--- src/rtl/mc_main_control.sv ---
// ============================================================================
// Module   : mc_main_control
// Purpose  : Multi-cycle MIPS main control FSM. It drives the datapath
//            selects and enables, and it originates alu_op for the ALU control
//            decoder.
// Config   : MC_CTRL_ADDI_EN enables addi decoding (states 10/11).
// Revision : 1.0 - initial release
// ============================================================================
`default_nettype none

module mc_main_control (
    input  logic       clk,
    input  logic       rst_n,
    input  logic [5:0] opcode,
    input  logic       mem_ready,
    output logic       pc_write,
    output logic       pc_write_cond,
    output logic [1:0] pc_source,
    output logic       i_or_d,
    output logic       mem_read,
    output logic       mem_write,
    output logic       ir_write,
    output logic       mem_to_reg,
    output logic       reg_dst,
    output logic       reg_write,
    output logic       alu_src_a,
    output logic [1:0] alu_src_b,
    output logic [1:0] alu_op,
    output logic       illegal_op,
    output logic [3:0] state_dbg
);

    localparam logic [5:0] OP_RTYPE = 6'b000000;
    localparam logic [5:0] OP_LW    = 6'b100011;
    localparam logic [5:0] OP_SW    = 6'b101011;
    localparam logic [5:0] OP_BEQ   = 6'b000100;
    localparam logic [5:0] OP_J     = 6'b000010;
    localparam logic [5:0] OP_ADDI  = 6'b001000;

    localparam logic [3:0] S_FETCH     = 4'd0;
    localparam logic [3:0] S_DECODE    = 4'd1;
    localparam logic [3:0] S_MEM_ADDR  = 4'd2;
    localparam logic [3:0] S_MEM_READ  = 4'd3;
    localparam logic [3:0] S_MEM_WB    = 4'd4;
    localparam logic [3:0] S_MEM_WRITE = 4'd5;
    localparam logic [3:0] S_EXECUTE   = 4'd6;
    localparam logic [3:0] S_R_WB      = 4'd7;
    localparam logic [3:0] S_BRANCH    = 4'd8;
    localparam logic [3:0] S_JUMP      = 4'd9;
`ifdef MC_CTRL_ADDI_EN
    localparam logic [3:0] S_ADDI_EX   = 4'd10;
    localparam logic [3:0] S_ADDI_WB   = 4'd11;
`endif

    logic [3:0] state_q;
    logic [3:0] state_d;
    logic [3:0] state_dec;

    // Dispatch target for DECODE. FETCH here means the opcode is unsupported.
    always_comb begin
        state_dec = S_FETCH;
        case (opcode)
            OP_LW, OP_SW: state_dec = S_MEM_ADDR;
            OP_RTYPE:     state_dec = S_EXECUTE;
            OP_BEQ:       state_dec = S_BRANCH;
            OP_J:         state_dec = S_JUMP;
`ifdef MC_CTRL_ADDI_EN
            OP_ADDI:      state_dec = S_ADDI_EX;
`endif
            default:      state_dec = S_FETCH;
        endcase
    end

    always_ff @(posedge clk or negedge rst_n) begin
        if (!rst_n) begin
            state_q <= S_FETCH;
        end else begin
            state_q <= state_d;
        end
    end

    always_comb begin
        state_d = S_FETCH;
        case (state_q)
            S_FETCH:     state_d = mem_ready ? S_DECODE : S_FETCH;
            S_DECODE:    state_d = state_dec;
            S_MEM_ADDR:  state_d = (opcode == OP_SW) ? S_MEM_WRITE : S_MEM_READ;
            S_MEM_READ:  state_d = mem_ready ? S_MEM_WB : S_MEM_READ;
            S_MEM_WRITE: state_d = mem_ready ? S_FETCH : S_MEM_WRITE;
            S_EXECUTE:   state_d = S_R_WB;
`ifdef MC_CTRL_ADDI_EN
            S_ADDI_EX:   state_d = S_ADDI_WB;
`endif
            default:     state_d = S_FETCH;
        endcase
    end

    // Outputs are gated by rst_n so that nothing is asserted while reset is held.
    always_comb begin
        pc_write      = 1'b0;
        pc_write_cond = 1'b0;
        pc_source     = 2'b00;
        i_or_d        = 1'b0;
        mem_read      = 1'b0;
        mem_write     = 1'b0;
        ir_write      = 1'b0;
        mem_to_reg    = 1'b0;
        reg_dst       = 1'b0;
        reg_write     = 1'b0;
        alu_src_a     = 1'b0;
        alu_src_b     = 2'b00;
        alu_op        = 2'b00;
        illegal_op    = 1'b0;
        state_dbg     = 4'd0;
        if (rst_n) begin
            state_dbg = state_q;
            case (state_q)
                S_FETCH: begin
                    mem_read  = 1'b1;
                    alu_src_b = 2'b01;
                    ir_write  = mem_ready;
                    pc_write  = mem_ready;
                end
                S_DECODE: begin
                    alu_src_b  = 2'b11;
                    illegal_op = (state_dec == S_FETCH);
                end
                S_MEM_ADDR: begin
                    alu_src_a = 1'b1;
                    alu_src_b = 2'b10;
                end
                S_MEM_READ: begin
                    mem_read = 1'b1;
                    i_or_d   = 1'b1;
                end
                S_MEM_WB: begin
                    reg_write  = 1'b1;
                    mem_to_reg = 1'b1;
                end
                S_MEM_WRITE: begin
                    mem_write = 1'b1;
                    i_or_d    = 1'b1;
                end
                S_EXECUTE: begin
                    alu_src_a = 1'b1;
                    alu_op    = 2'b10;
                end
                S_R_WB: begin
                    reg_write = 1'b1;
                    reg_dst   = 1'b1;
                end
                S_BRANCH: begin
                    alu_src_a     = 1'b1;
                    alu_op        = 2'b01;
                    pc_write_cond = 1'b1;
                    pc_source     = 2'b01;
                end
                S_JUMP: begin
                    pc_write  = 1'b1;
                    pc_source = 2'b10;
                end
`ifdef MC_CTRL_ADDI_EN
                S_ADDI_EX: begin
                    alu_src_a = 1'b1;
                    alu_src_b = 2'b10;
                end
                S_ADDI_WB: begin
                    reg_write = 1'b1;
                end
`endif
                default: ;
            endcase
        end
    end

endmodule

`default_nettype wire

--- config.mk ---
export PLATFORM = sky130hd
export DESIGN_NAME = mc_main_control
export DESIGN_NICKNAME = d
export VERILOG_FILES = /design/src/rtl/mc_main_control.sv
export SDC_FILE = /design/constraint.sdc
export NUM_CORES = 1
export LEC_CHECK = 0
export ABC_AREA = 1
export CELL_PAD_IN_SITES_DETAIL_PLACEMENT = 1
export CELL_PAD_IN_SITES_GLOBAL_PLACEMENT = 2
export CORE_ASPECT_RATIO = 0.5
export CORE_MARGIN = 4
export CORE_UTILIZATION = 17
export CTS_CLUSTER_SIZE = 10
export DETAILED_ROUTE_END_ITERATION = 7
export MAX_ROUTING_LAYER = met4
export PLACE_DENSITY = 0.8
export SLEW_MARGIN = 20
export SYNTH_ARGS = -nofsm -noshare
export SYNTH_HDL_FRONTEND = slang
export SYNTH_SLANG_ARGS = --single-unit
export TNS_END_PERCENT = 5
--- constraint.sdc ---
create_clock -name clk -period 1.94 [get_ports clk]
set_input_delay 0.291 -clock clk [delete_from_list [all_inputs] [get_ports clk]]
set_output_delay 0.291 -clock clk [all_outputs]
set_load 0.005 [all_outputs]
==> impl_metrics.yaml <==
outcome:
  status: "finished, final reports clean"
pwr:
  leakage_nw: 0.5263
  power_density_nw_per_um2: 825.8
  peakVddDrop_mv: 0.2313
logic_synthesis:
  synth-seq-area-share_pct: 19.32
  synth_top_area_cell: "dfrtp_1"
  ys_ff_latch: 4
  ys_top_cells_by_area: "dfrtp_1, nor2_1, nand2_1, inv_1, nand3_1"
  netlist_instances: 96
  syn_nets: 105
  ys_types: 18
  syn_avg_cell_area_sq_um: 5.396
  ys.warnings.count: 0
  synth_top_area_share_pct: 19.32
  syn_area_sq_um: 518.0
sta:
  finalHoldViolations: 0
  report.final.slew_viol_count: 0
  setup_viol: 0
  finalHoldWorstSlack_ns: 0.2308
  relSlewSlack_pct: 84.97
  min_period_ns: 1.931
  rsz0062_at_grt: "true"
  fmax_ghz: 0.5180
  tightest_slew_ns: 0.2232
  layout_setup_ws_ns: 0.009419
  skew_ns: 0.003417
  period_share_pct: 99.51
clock_tree:
  cts_inserted_buffers: 3
  htree_levels: 1
  clock_path_buffers: 2
  holdBufCountCts: 0
  cts_tree: "yes"
  clk_pin_slew_worst_paths_ns: 0.03
  cts.sinks: 4
  clk_latency_ns: 0.22
  root_buffer: "clkbuf_8"
floorplan:
  ios: 30
  num_rows: 13
  start_util_pct: 18.84
  die_w_microns: 86.07
  die_area_sq_um: 4048
  design.core.area_sq_um: 2749
  die_h_microns: 47.03
routing:
  wl_microns: 2007
  vias: 734
  dr.pass1.iters: 4
  detail-route-antenna-nets: 0
  drtIter0Drc: 24
  wl_per_cell_microns: 11.60
  vias_per_cell: 4.243
  drc_errors: 0
worst_setup_path:
  crit_chain: "inv_2, nor2_4, nand2_2, a21oi_1, clkdlybuf4s50_1"
  critical_path_required_ns: 1.65
  slowest_delay_ns: 0.51
  cp_num_buf_inv: 2
  slowest_stage: "clkdlybuf4s50_1"
  path_class: "reg -> out"
  cp_top_family: "buffers and inverters"
  crit_arrival_ns: 1.64
  crit_path_max_fanout: 5
  end_kind: "output pin"
  critPathLaunchType: "flop"
hold_path:
  hold_class: "in -> async"
layout:
  largest_register_ffs: 4
  regMostFlops: "state_q"
  syn_to_final_growth_pct: 92.51
  fillCellCount: 362
  multi_input_area_sq_um: 371.6
  register_area_sq_um: 102.6
  finalCoreUtilization_pct: 36.28
  drive_gt1_share_pct: 28.68
  antenna_cells: 0
  reg.largest.list: "state_q x4"
  final_nets: 147
  fin_area_sq_um: 997.2
grt:
  globalRouteOverflowTotal: 0
  grtUsageTotal_pct: 11.07
  first_global_vias: 703
  grt_pass1_wl_microns: 3270
  grt_max_degree: 8
  antenna_found_initial: 0
placement:
  place_area_sq_um: 899.6
  place_hpwl_microns: 1629
  numPortBuffers: 29
  gp_congestion: 0.7469
  dp_slack_ns: -0.3191
run:
  maxCapViolations: 0
==> metal layers <==
layer	global-route usage [%]	vias up	wire, microns
li1	-	380	-
met1	13.80	337	976
met2	17.00	12	929
met3	2.102	5	55
met4	6.625	0	46
met5	-	-	0
==> per-stage QoR <==
step	cells	power (mW)	setup TNS (ns)
6_report	173	0.8235	0
2_1_floorplan	96	0.3706	0
4_1_cts	172	0.7917	-0.06240
3_5_place_dp	168	0.5912	-2.650
3_3_place_gp	168	0.5859	-2.196
5_1_grt	173	0.9019	-0.4150
==> cell usage after synthesis <==
cell type	count
nor2_1	23
nand2_1	19
inv_1	14
nand3_1	9
a21oi_1	5
inv_2	5
nand2_2	5
dfrtp_1	4
buf_4	2
nor3_1	2
a211oi_2	1
nand3_2	1
nand4_1	1
nor2_2	1
nor2_4	1
o21ai_0	1
o21ai_1	1
o22ai_1	1
==> area by class of cell <==
cell class / instances / share of cell area, %
clock buffer: 3 / 4.141
multi-input combinational: 71 / 37.26
timing repair buffer: 39 / 36.51
sequential: 4 / 10.29
tap: 37 / 4.642
inverter: 19 / 7.152
==> logic make-up (layout without fill, tap and decap cells) <==
| family | count (synthesis) | count (layout) | share of synthesized area [%] |
|---|---|---|---|
| AOI/OAI and AO/OA | 9 | 9 | 10.38 |
| buffers and inverters | 21 | 61 | 16.67 |
| and+or+nand+nor | 62 | 62 | 53.62 |
| DFF | 4 | 4 | 19.32 |
==> where the power goes <==
group,switching [mW],total [mW],leakage (nW),internal [mW]
Sequential,0.0457,0.153,0.0507,0.108
Combinational,0.270,0.495,0.454,0.225
Clock,0.0428,0.175,0.0216,0.132
==> cells in the final DEF, fill, tap and decap left out, drive strengths merged <==
cell / Yosys / layout
a211oi: 1 / 1
a21oi: 5 / 5
buf: 2 / 10
clkbuf: 0 / 3
clkdlybuf4s15: 0 / 1
clkdlybuf4s50: 0 / 24
dfrtp: 4 / 4
dlygate4sd2: 0 / 3
dlymetal6s2s: 0 / 1
inv: 19 / 19
nand2: 24 / 24
nand3: 10 / 10
nand4: 1 / 1
nor2: 25 / 25
nor3: 2 / 2
o21ai: 2 / 2
o22ai: 1 / 1
==> final timing paths <==
path                            slack (ns)                 start                   end  cells past startpoint
worst min-delay path                  0.23                 rst_n  state_q[2]$_DFF_PN0_                      2
max in group asynchronous             1.59                 rst_n  state_q[3]$_DFF_PN0_                      2
worst max-delay path                 0.009  state_q[0]$_DFF_PN0_          alu_src_b[1]                      5
min in group clk                      0.71  state_q[2]$_DFF_PN0_  state_q[3]$_DFF_PN0_                      3
worst max register to register        0.79  state_q[2]$_DFF_PN0_  state_q[1]$_DFF_PN0_                      5
worst min register to register        0.71  state_q[2]$_DFF_PN0_  state_q[3]$_DFF_PN0_                      3
==> timing repair <==
| action | CTS | global route |
|---|---|---|
| gates resized for setup | 11 | 9 |
| cloned | 0 | 0 |
| buffers inserted | 1 | 1 |
| pin swaps | 1 | 1 |
| setup endpoints to repair | 18 | 10 |
(Power assumes the default switching activity.)
